**src/rtl/output_frame_ctrl.sv**
```systemverilog
// output_frame_ctrl: buffers L/R result pairs and frames each pair out to the serializers on frame sync.
module output_frame_ctrl #(
    parameter int WORD_BITS = 40,
    parameter int DEPTH     = 2,
    parameter int CNT_W     = 16
) (
    input  logic                 sClk,
    input  logic                 start_n,
    input  logic [WORD_BITS-1:0] result_L,
    input  logic [WORD_BITS-1:0] result_R,
    input  logic                 result_valid,
    output logic                 result_ready,
    input  logic                 frame,
    output logic                 ser_en,
    output logic [WORD_BITS-1:0] ser_data_L,
    output logic [WORD_BITS-1:0] ser_data_R,
    output logic                 out_ready,
    output logic [CNT_W-1:0]     words_sent,
    output logic                 overflow,
    output logic                 underrun,
    output logic                 sync_err
);
    localparam int PW = $clog2(DEPTH);
    localparam int BW = $clog2(WORD_BITS);
    typedef enum logic {IDLE, SEND} state_t;
    state_t state, state_nx;
    logic [WORD_BITS-1:0] mem_l [DEPTH];
    logic [WORD_BITS-1:0] mem_r [DEPTH];
    logic [PW-1:0] wr_ptr, rd_ptr;
    logic [PW:0] count;
    logic [BW-1:0] bit_cnt;
    logic full, push, last, start;
    always_comb begin
        full     = count == (PW+1)'(DEPTH);
        push     = result_valid && !full;
        last     = state == SEND && bit_cnt == BW'(WORD_BITS-1);
        start    = state == IDLE && frame && count != '0;
        state_nx = start ? SEND : last ? IDLE : state;
        ser_en   = state == SEND;
    end
    assign result_ready = !full;
    always_ff @(posedge sClk) begin
        if (push) begin
            mem_l[wr_ptr] <= result_L;
            mem_r[wr_ptr] <= result_R;
        end
    end
    always_ff @(posedge sClk) begin
        if (!start_n) begin
            state      <= IDLE;
            bit_cnt    <= '0;
            wr_ptr     <= '0;
            rd_ptr     <= '0;
            count      <= '0;
            ser_data_L <= '0;
            ser_data_R <= '0;
            out_ready  <= 1'b0;
            words_sent <= '0;
            overflow   <= 1'b0;
            underrun   <= 1'b0;
            sync_err   <= 1'b0;
        end else begin
            state     <= state_nx;
            out_ready <= ser_en;
            bit_cnt   <= (start || last) ? '0 : ser_en ? bit_cnt + 1'b1 : bit_cnt;
            wr_ptr    <= push ? wr_ptr + 1'b1 : wr_ptr;
            rd_ptr    <= last ? rd_ptr + 1'b1 : rd_ptr;
            count     <= count + (PW+1)'(push) - (PW+1)'(last);
            if (start) begin
                ser_data_L <= mem_l[rd_ptr];
                ser_data_R <= mem_r[rd_ptr];
            end
            words_sent <= last ? words_sent + 1'b1 : words_sent;
            // a push refused for fullness counts as overflow even when a pop retires in the same cycle
            if (result_valid && full) overflow <= 1'b1;
            if (state == IDLE && frame && count == '0) underrun <= 1'b1;
            if (state == SEND && frame) sync_err <= 1'b1;
        end
    end
endmodule

```
**config.mk**
```make
export PLATFORM = sky130hd
export DESIGN_NAME = output_frame_ctrl
export DESIGN_NICKNAME = d
export VERILOG_FILES = /design/src/rtl/output_frame_ctrl.sv
export SDC_FILE = /design/constraint.sdc
export NUM_CORES = 1
export LEC_CHECK = 0
export CAP_MARGIN = 20
export CORE_MARGIN = 2
export CORE_UTILIZATION = 30
export CTS_BUF_LIST = sky130_fd_sc_hd__clkbuf_2
export CTS_CLUSTER_DIAMETER = 50
export DETAILED_ROUTE_END_ITERATION = 8
export GPL_TIMING_DRIVEN = 1
export SYNTH_ARGS = -nofsm -noshare
export SYNTH_HDL_FRONTEND = slang
export SYNTH_SLANG_ARGS = --single-unit
export TNS_END_PERCENT = 100
```
**constraint.sdc**
```tcl
create_clock -name sClk -period 5.6 [get_ports sClk]
set_clock_uncertainty 0.05 [all_clocks]
set_input_delay 1.12 -clock sClk [delete_from_list [all_inputs] [get_ports sClk]]
set_output_delay 1.12 -clock sClk [all_outputs]
set_load 0.005 [all_outputs]
```
# ---- After elaboration in Yosys (flattened, before gate mapping)
# Memory sizes are Yosys's and may differ from the RTL's. A register that Yosys moved wholly into a read port is not among the register bits.
# Index checks and enable logic that the tools add are counted.
dict set report word_totals {
  reg_bits 31
  mem_bits_rw 160
  input_bits 84
  out_inout_bits 102
  word_cells 41
  n_memories 2
}
dict set report op_classes {
  n_addsub 6
  eq_ne 2
  muxes 4
  bitwise_logic 2
  n_reduce_logical 15
}
# memory words word_bits read_ports rd_ports_with_merged_regs wr line
set mem_list {}
lappend mem_list {mem_l 2 40 1 1 1 27} ;# logic [WORD_BITS-1:0] mem_l [DEPTH];
lappend mem_list {mem_r 2 40 1 1 1 28} ;# logic [WORD_BITS-1:0] mem_r [DEPTH];
# operator count
set ops {}
lappend ops {{16-bit by 1-bit adder with 16-bit output (second input constant)} 1}
lappend ops {{1-bit logical AND} 7}
lappend ops {{6-bit by 1-bit adder with 6-bit output (second input constant)} 1}
lappend ops {{6-bit == test (second input constant)} 1}
lappend ops {{1-bit 2-to-1 mux} 4}
lappend ops {{2-bit nonzero test} 2}
lappend ops {{1-bit logical NOT} 3}
lappend ops {{1-bit adder (second input constant)} 2}
lappend ops {{2-bit by 1-bit adder with 2-bit output} 1}
lappend ops {{2-bit == test (second input constant)} 1}
lappend ops {{2-bit logical NOT} 1}
lappend ops {{1-bit NOT} 2}
lappend ops {{2-bit OR reduction} 1}
lappend ops {{2-bit by 1-bit subtractor with 2-bit output} 1}
lappend ops {{1-bit logical OR} 1}

# ---- Depth between registers and ports, before layout
dict set report logic_depth {
  depth_word 5
  ltp_mapped 9
}

# ---- Worst setup path after synthesis
# No wires, ideal clock.
dict set report synth_path {
  path_kind {in2reg}
  start {in result_valid}
  end {mem mem_l[0][0] (enable)}
  setup_time_ns 0.519
  arrival_time_ns 4.548
  t_required_ns 5.031
  slack_ns 0.483
  cell_stages 2
  path_cell_list {nand2_1 > nor2_1}
}
dict set report synth_via {
  elab_chain_len 3
}
# element line
set synth_rtl {}
lappend synth_rtl {{start, declared} 11} ;# input logic result_valid,
lappend synth_rtl {{1-bit logical AND} 35} ;# push = result_valid && !full;
lappend synth_rtl {{1-bit 2-to-1 mux} 43} ;# if (push) begin
lappend synth_rtl {{1-bit 2-to-1 mux (implied by the code)} 44} ;# mem_l[wr_ptr] <= result_L;
lappend synth_rtl {{end, declared} 27}
# No other way between the ends.

# ---- Final worst setup path
dict set report layout_path {
  start {reg state, in the netlist ser_en}
  end {out ser_en}
}
# element line
set layout_lines {}
lappend layout_lines {{start, declared} 26} ;# state_t state, state_nx;
lappend layout_lines {{start signal, assigned} 63} ;# state <= state_nx;
lappend layout_lines {{end, declared} 14} ;# output logic ser_en,
# No word-level cell between the ends.

==> out/qor.txt <==
wire length per cell: 15.5 µm
Final Cell Area: 12,400 µm²
hold buffer count at CTS: 0
most frequent cell after synthesis: edfxtp_1
PwrDens: 337 nW/µm²
data arrival time of the critical path: 1.97 ns
commonest cells in the netlist: 160 x edfxtp_1, 111 x dfxtp_1, 89 x o21ai_0
worst slack, placed: 1.98 ns
Initial Util: 30.5%
I/O Pins: 186
area of placed instances: 11,600 µm²
sequential share of power: 55.6%
slew at the pin with the worst max-slew slack: 1.04 ns
Syn Inst Count: 660
total wire length: 21,000 µm
FP Rows: 64
IR drop worst, VDD: 177 µV
Final setup viols: 0
Crit path depth: 1
Mapped Avg Cell Area: 14.2 µm²
root buf cell: clkbuf_2
Placed Cells incl. Taps: 1,215
Residual DRC: 0
first-pass GRT wire length: 32,300 µm
capturing point of the worst reg2reg path: words_sent[15]
Hold Path Class: reg -> reg
Cell Chain, Critical Path: clkdlybuf4s50_1
All-Layer GR Usage: 12.7%
fin cells: 1,351
GRT Residual Overflow: 0
Int Pwr: 0.00316 W
Yosys top cell by area: edfxtp_1
Worst Hold Launch: ser_data_R[16]
GPL Wtd Cong: 0.739
Worst path slowest cell: dfxtp_1
worst-case clock buffer depth: 3
outcome: complete, no violations
critical path data required time: 4.43 ns
clock-pin slew on the worst setup and hold paths: 0.10 ns
Power Total: 0.00419 W
worst path bufs/invs: 1
share of cells above drive strength 1: 13.9%
library cells used by synthesis: 29
Post-Syn Nets: 748
DR iter-0 viols: 328
Vias: 5,966
Final min period: 3.14 ns
Crit Path Max Fanout: 11
largest net degree at the start of global routing: 82
vias in the first global route: 6,029
combinational power share: 8.4%
Post-DP HPWL: 12,200 µm
TritonCTS clock tree: yes
Primary FF master, synth: edfxtp_1
clk_lat worst skew: 0.79 ns
die extent in x: 181 µm
Worst Slack Setup Final: 2.46 ns
Syn-to-layout area delta: 32.7%
fin. max-slew vios: 0
Mapped Area: 9350 µm²
crit path from: ser_en
Pleak: 4.21 nW
area of the multi-input gates: 2200 µm²
H-tree levels: 3
FILL cells: 2,933
Post-DRT Antenna Nets: 0
Resized cells post-CTS: 0
initial antenna violation count: 4
top-area cell type share of the netlist area: 51.4%
asr flop ratio synth: 0%
Clock power frac: 36.0%
FF-to-FF path depth: 4
NetSw: 0.00103 W
startpoint types: flip-flop
Vias/cell: 4.42
TNS Setup: 0 ns
slowest stage delay, CP: 0.59 ns
clk sinks: 271
MaxCap Viol Count: 0
final period utilization: 56.0%
port bufs: 185
synth warn: 0
Die ar.: 32,600 µm²
Crit Path Category: reg -> out
crit end category: output port
Sequential Area: 7030 µm²
sw frac: 24.6%
critical path's top delay family: flip-flops
CP Capture Point: ser_en
area of the core: 30,700 µm²
Final Hold Violating Endpoints: 0
worst reg2reg path startpoint: ser_en
f_max: 319 MHz
# nets final: 982
DRT Pass-1 Iters: 6
register area share after synthesis: 75.1%
post-CTS setup buffers: 0
Slew headroom: 30.7%
reg2reg setup slack: 3.19 ns
top area cells in the synthesized netlist: edfxtp_1 51%, dfxtp_1 24%, mux2i_1 8.7%, o21ai_0 4.8%, nand2_1 3.5%
Die Y: 181 µm
Synth Register Bits: 271
Post-synth EDFFs: 160
CTS buffer count: 73
RSZ-0062 raised after global routing: no
[logic make-up after synthesis]
logic type               after synthesis  synth area share, %
flip-flops                           271                 75.1
AND/OR/NAND/NOR                      147                 6.97
AO/OA/AOI/OAI                        102                 5.55
multiplexers                          81                 8.67
buffers and inverters                 38                 1.56
XOR/XNOR                              17                 1.59
adder cells (fa/ha/maj)                4                0.535
[placed cells by master (no fill, tap or decap), types with 3 or more instances in the layout]
cell type	Yosys	final
buf_4	0	6
or3_1	7	6
mux2i_1	81	81
clkinv_2	0	4
inv_1	6	6
nand3_1	7	7
bufinv_16	0	4
clkbuf_2	0	110
xor2_1	7	7
edfxtp_1	160	160
clkdlybuf4s50_1	0	185
and2_1	4	4
dfxtp_1	111	110
a21oi_1	9	9
diode_2	0	3
nor3_1	3	3
nand4_1	5	5
clkinv_1	0	12
xnor2_1	10	10
nor2_1	21	20
nand2_1	88	88
ha_1	4	4
o21ai_0	89	89
[power groups by stage]
stage / clock network (W) / registers, W / logic, W
4_1_cts: 0.00159 / 0.00233 / 0.000362
3_5_place_dp: 0 / 0.00238 / 0.000361
6_report: 0.00151 / 0.00233 / 0.000350
3_3_place_gp: 0 / 0.00237 / 0.000354
5_1_grt: 0.00169 / 0.00235 / 0.000388
2_1_floorplan: 0 / 0.00237 / 0.000125
[stage by stage]
stage / hold WS, ns / util [%]
detailed placement: 0.394 / 38.0
CTS: 0.416 / 40.4
global placement: 0.386 / 38.0
floorplan: 0.399 / -
finish: 0.406 / 40.5
global route: 0.434 / 40.5
[final cells by class]
class | count | share of cell area (%)
sequential | 271 | 56.6
multi-input combinational | 351 | 17.7
timing repair buffer | 191 | 15.3
clock buffer | 110 | 4.44
tap | 396 | 3.99
clock inverter | 23 | 1.66
inverter | 6 | 0.181
antenna | 3 | 0.0605
[layer usage]
metal  share of wire (%)  vias to the layer above  GRT usage [%]
li1                    -                     2912              -
met1                  44                     2835           15.5
met2                  47                      175           20.2
met3                 6.6                       42           4.43
met4                 2.2                        2           5.74
met5               0.062                        -              0
[worst register-to-register path, cell delays in order (launching register included)]
cell and delay [ns]:
dfxtp_1 0.59, nand3_1 0.32, or4_1 0.76, or4_1 0.45, a21oi_1 0.15
[state kept, by name, indices dropped and copies added (netlist names), 2 cells and up]
name / cells
ser_data_R: 40
count: 2
ser_data_L: 40
bit_cnt: 6
words_sent: 16
mem_l: 80
mem_r: 80
[how the worst min path moves through the flow]
stage | end | slack, ns | depth (start not counted)
final | ser_data_R[16] | 0.41 | 2
after global routing | ser_data_L[34] | 0.43 | 2
after CTS | ser_data_L[39] | 0.42 | 2
after detailed placement | ser_data_L[39] | 0.39 | 2
after global placement | ser_data_L[0] | 0.39 | 2
after floorplan | ser_data_L[0] | 0.40 | 2
No activity file was read; power rests on OpenSTA's default activity.
==> RTL change: new RTL, config.mk and constraints unchanged <==
The parameter `DEPTH` goes from 2 to 4.
--- a/src/rtl/output_frame_ctrl.sv
+++ b/src/rtl/output_frame_ctrl.sv
@@ -2,5 +2,5 @@
 module output_frame_ctrl #(
     parameter int WORD_BITS = 40,
-    parameter int DEPTH     = 2,
+    parameter int DEPTH     = 4,
     parameter int CNT_W     = 16
 ) (
Function: changed (Yosys sat finds a counterexample within 4 cycles, from zero or initial values).
==> RTL change against the original RTL <==
  * First-iteration DRC count rose by 8.5%
  * Synthesized area rose by 66%
  * Highest routed layer unchanged
  * Total power rose by 65%
  * Sequential cell count rose by 163
  * Routed wire length rose by 60%
  * Die area rose by 64%
  * Worst setup slack got worse by 470 ps
  * Largest power group unchanged
  * Design area rose by 55%
==> RTL change: results (changes against the original RTL) <==
<table>
<tr><th>Metric</th><th>Value</th></tr>
<tr><th colspan="2">Run status</th></tr>
<tr><td>Outcome</td><td>finished clean</td></tr>
<tr><th colspan="2">Clock network</th></tr>
<tr><td>Later-pin clock latency in the skew report</td><td>1090 ps (+300 ps)</td></tr>
<tr><td>Number of buffers inserted during clock tree synthesis</td><td>109 (+49%)</td></tr>
<tr><th colspan="2">GRT</th></tr>
<tr><td>GRT Util Overall</td><td>12.8% (+0.13 points)</td></tr>
<tr><td>Maximum number of pins on one net before global-route repair</td><td>84 (+2.4%)</td></tr>
<tr><td>Via count of the first global-routing pass</td><td>8947 (+48%)</td></tr>
<tr><td>Global routing met3 resource utilization</td><td>4.61% (+0.19 points)</td></tr>
<tr><td>Global routing usage on met2</td><td>20.8% (+0.56 points)</td></tr>
<tr><th colspan="2">Routing</th></tr>
<tr><td>Via-per-instance ratio</td><td>4.51 (+2.2%)</td></tr>
<tr><td>Met3 wire length</td><td>2310 um (+67%)</td></tr>
<tr><td>First-pass iteration count of the detailed router</td><td>4 (-2)</td></tr>
<tr><td>WL met1</td><td>14400 um (+55%)</td></tr>
<tr><td>WL met2</td><td>16300 um (+65%)</td></tr>
<tr><td>Routed vias</td><td>8193 (+37%)</td></tr>
<tr><td>Final routed wire length divided by cell count</td><td>18.5 um (+19%)</td></tr>
<tr><th colspan="2">Setup path</th></tr>
<tr><td>Register-to-Register Setup Slack</td><td>3080 ps (-110 ps)</td></tr>
<tr><td>Critical path fanouts, max</td><td>6 (-5)</td></tr>
<tr><th colspan="2">Synth</th></tr>
<tr><td>Mux cell area share after synthesis</td><td>11.8% (+3.1 points)</td></tr>
<tr><td>Sequential fraction of the synthesis area</td><td>76.7% (+1.6 points)</td></tr>
<tr><td>Synth Area in Adders</td><td>0.775% (+0.24 points)</td></tr>
<tr><td>Post-synthesis xor/xnor area fraction</td><td>0.904% (-0.69 points)</td></tr>
<tr><td>Synthesized instance count</td><td>772 (+17%)</td></tr>
<tr><th colspan="2">Cells and area</th></tr>
<tr><td>Share of the final layout cell area in multi-input gates</td><td>17.7% (-0.025 points)</td></tr>
<tr><td>NonClk Buf Share</td><td>10.3% (-5.0 points)</td></tr>
<tr><td>Multi-In Gates</td><td>287 (-18%)</td></tr>
<tr><th colspan="2">STA</th></tr>
<tr><td>Worst slack on hold paths</td><td>431 ps (+24.4 ps)</td></tr>
<tr><th colspan="2">Power</th></tr>
<tr><td>Combinational group power</td><td>868 uW (+150%)</td></tr>
<tr><td>Static power due to leakage</td><td>0.00641 uW (+52%)</td></tr>
<tr><td>Maximum VDD drop</td><td>0.153 mV (-14%)</td></tr>
</table>
## RTL change: cell types whose count changed after synthesis, moves of 8 or more
cell,before,now
buf_4,0,8
nand2_1,88,10
a22o_1,0,80
buf_2,3,20
edfxtp_1,160,320
mux4_2,0,80
clkbuf_1,28,11
o21ai_0,89,5
mux2i_1,81,3
## RTL change: critical path, stage by stage, from the launching register on
cell and delay [ps]:
dfxtp_1 420, or3b_1 490, clkdlybuf4s50_1 510
## RTL change: final timing paths
path                               from                    end
setup reg to reg    count[2]$_SDFF_PN0_    count[2]$_SDFF_PN0_
hold reg to reg   sync_err$_SDFFE_PN0P_  sync_err$_SDFFE_PN0P_
setup / recovery    count[2]$_SDFF_PN0_           result_ready
hold / removal    sync_err$_SDFFE_PN0P_  sync_err$_SDFFE_PN0P_
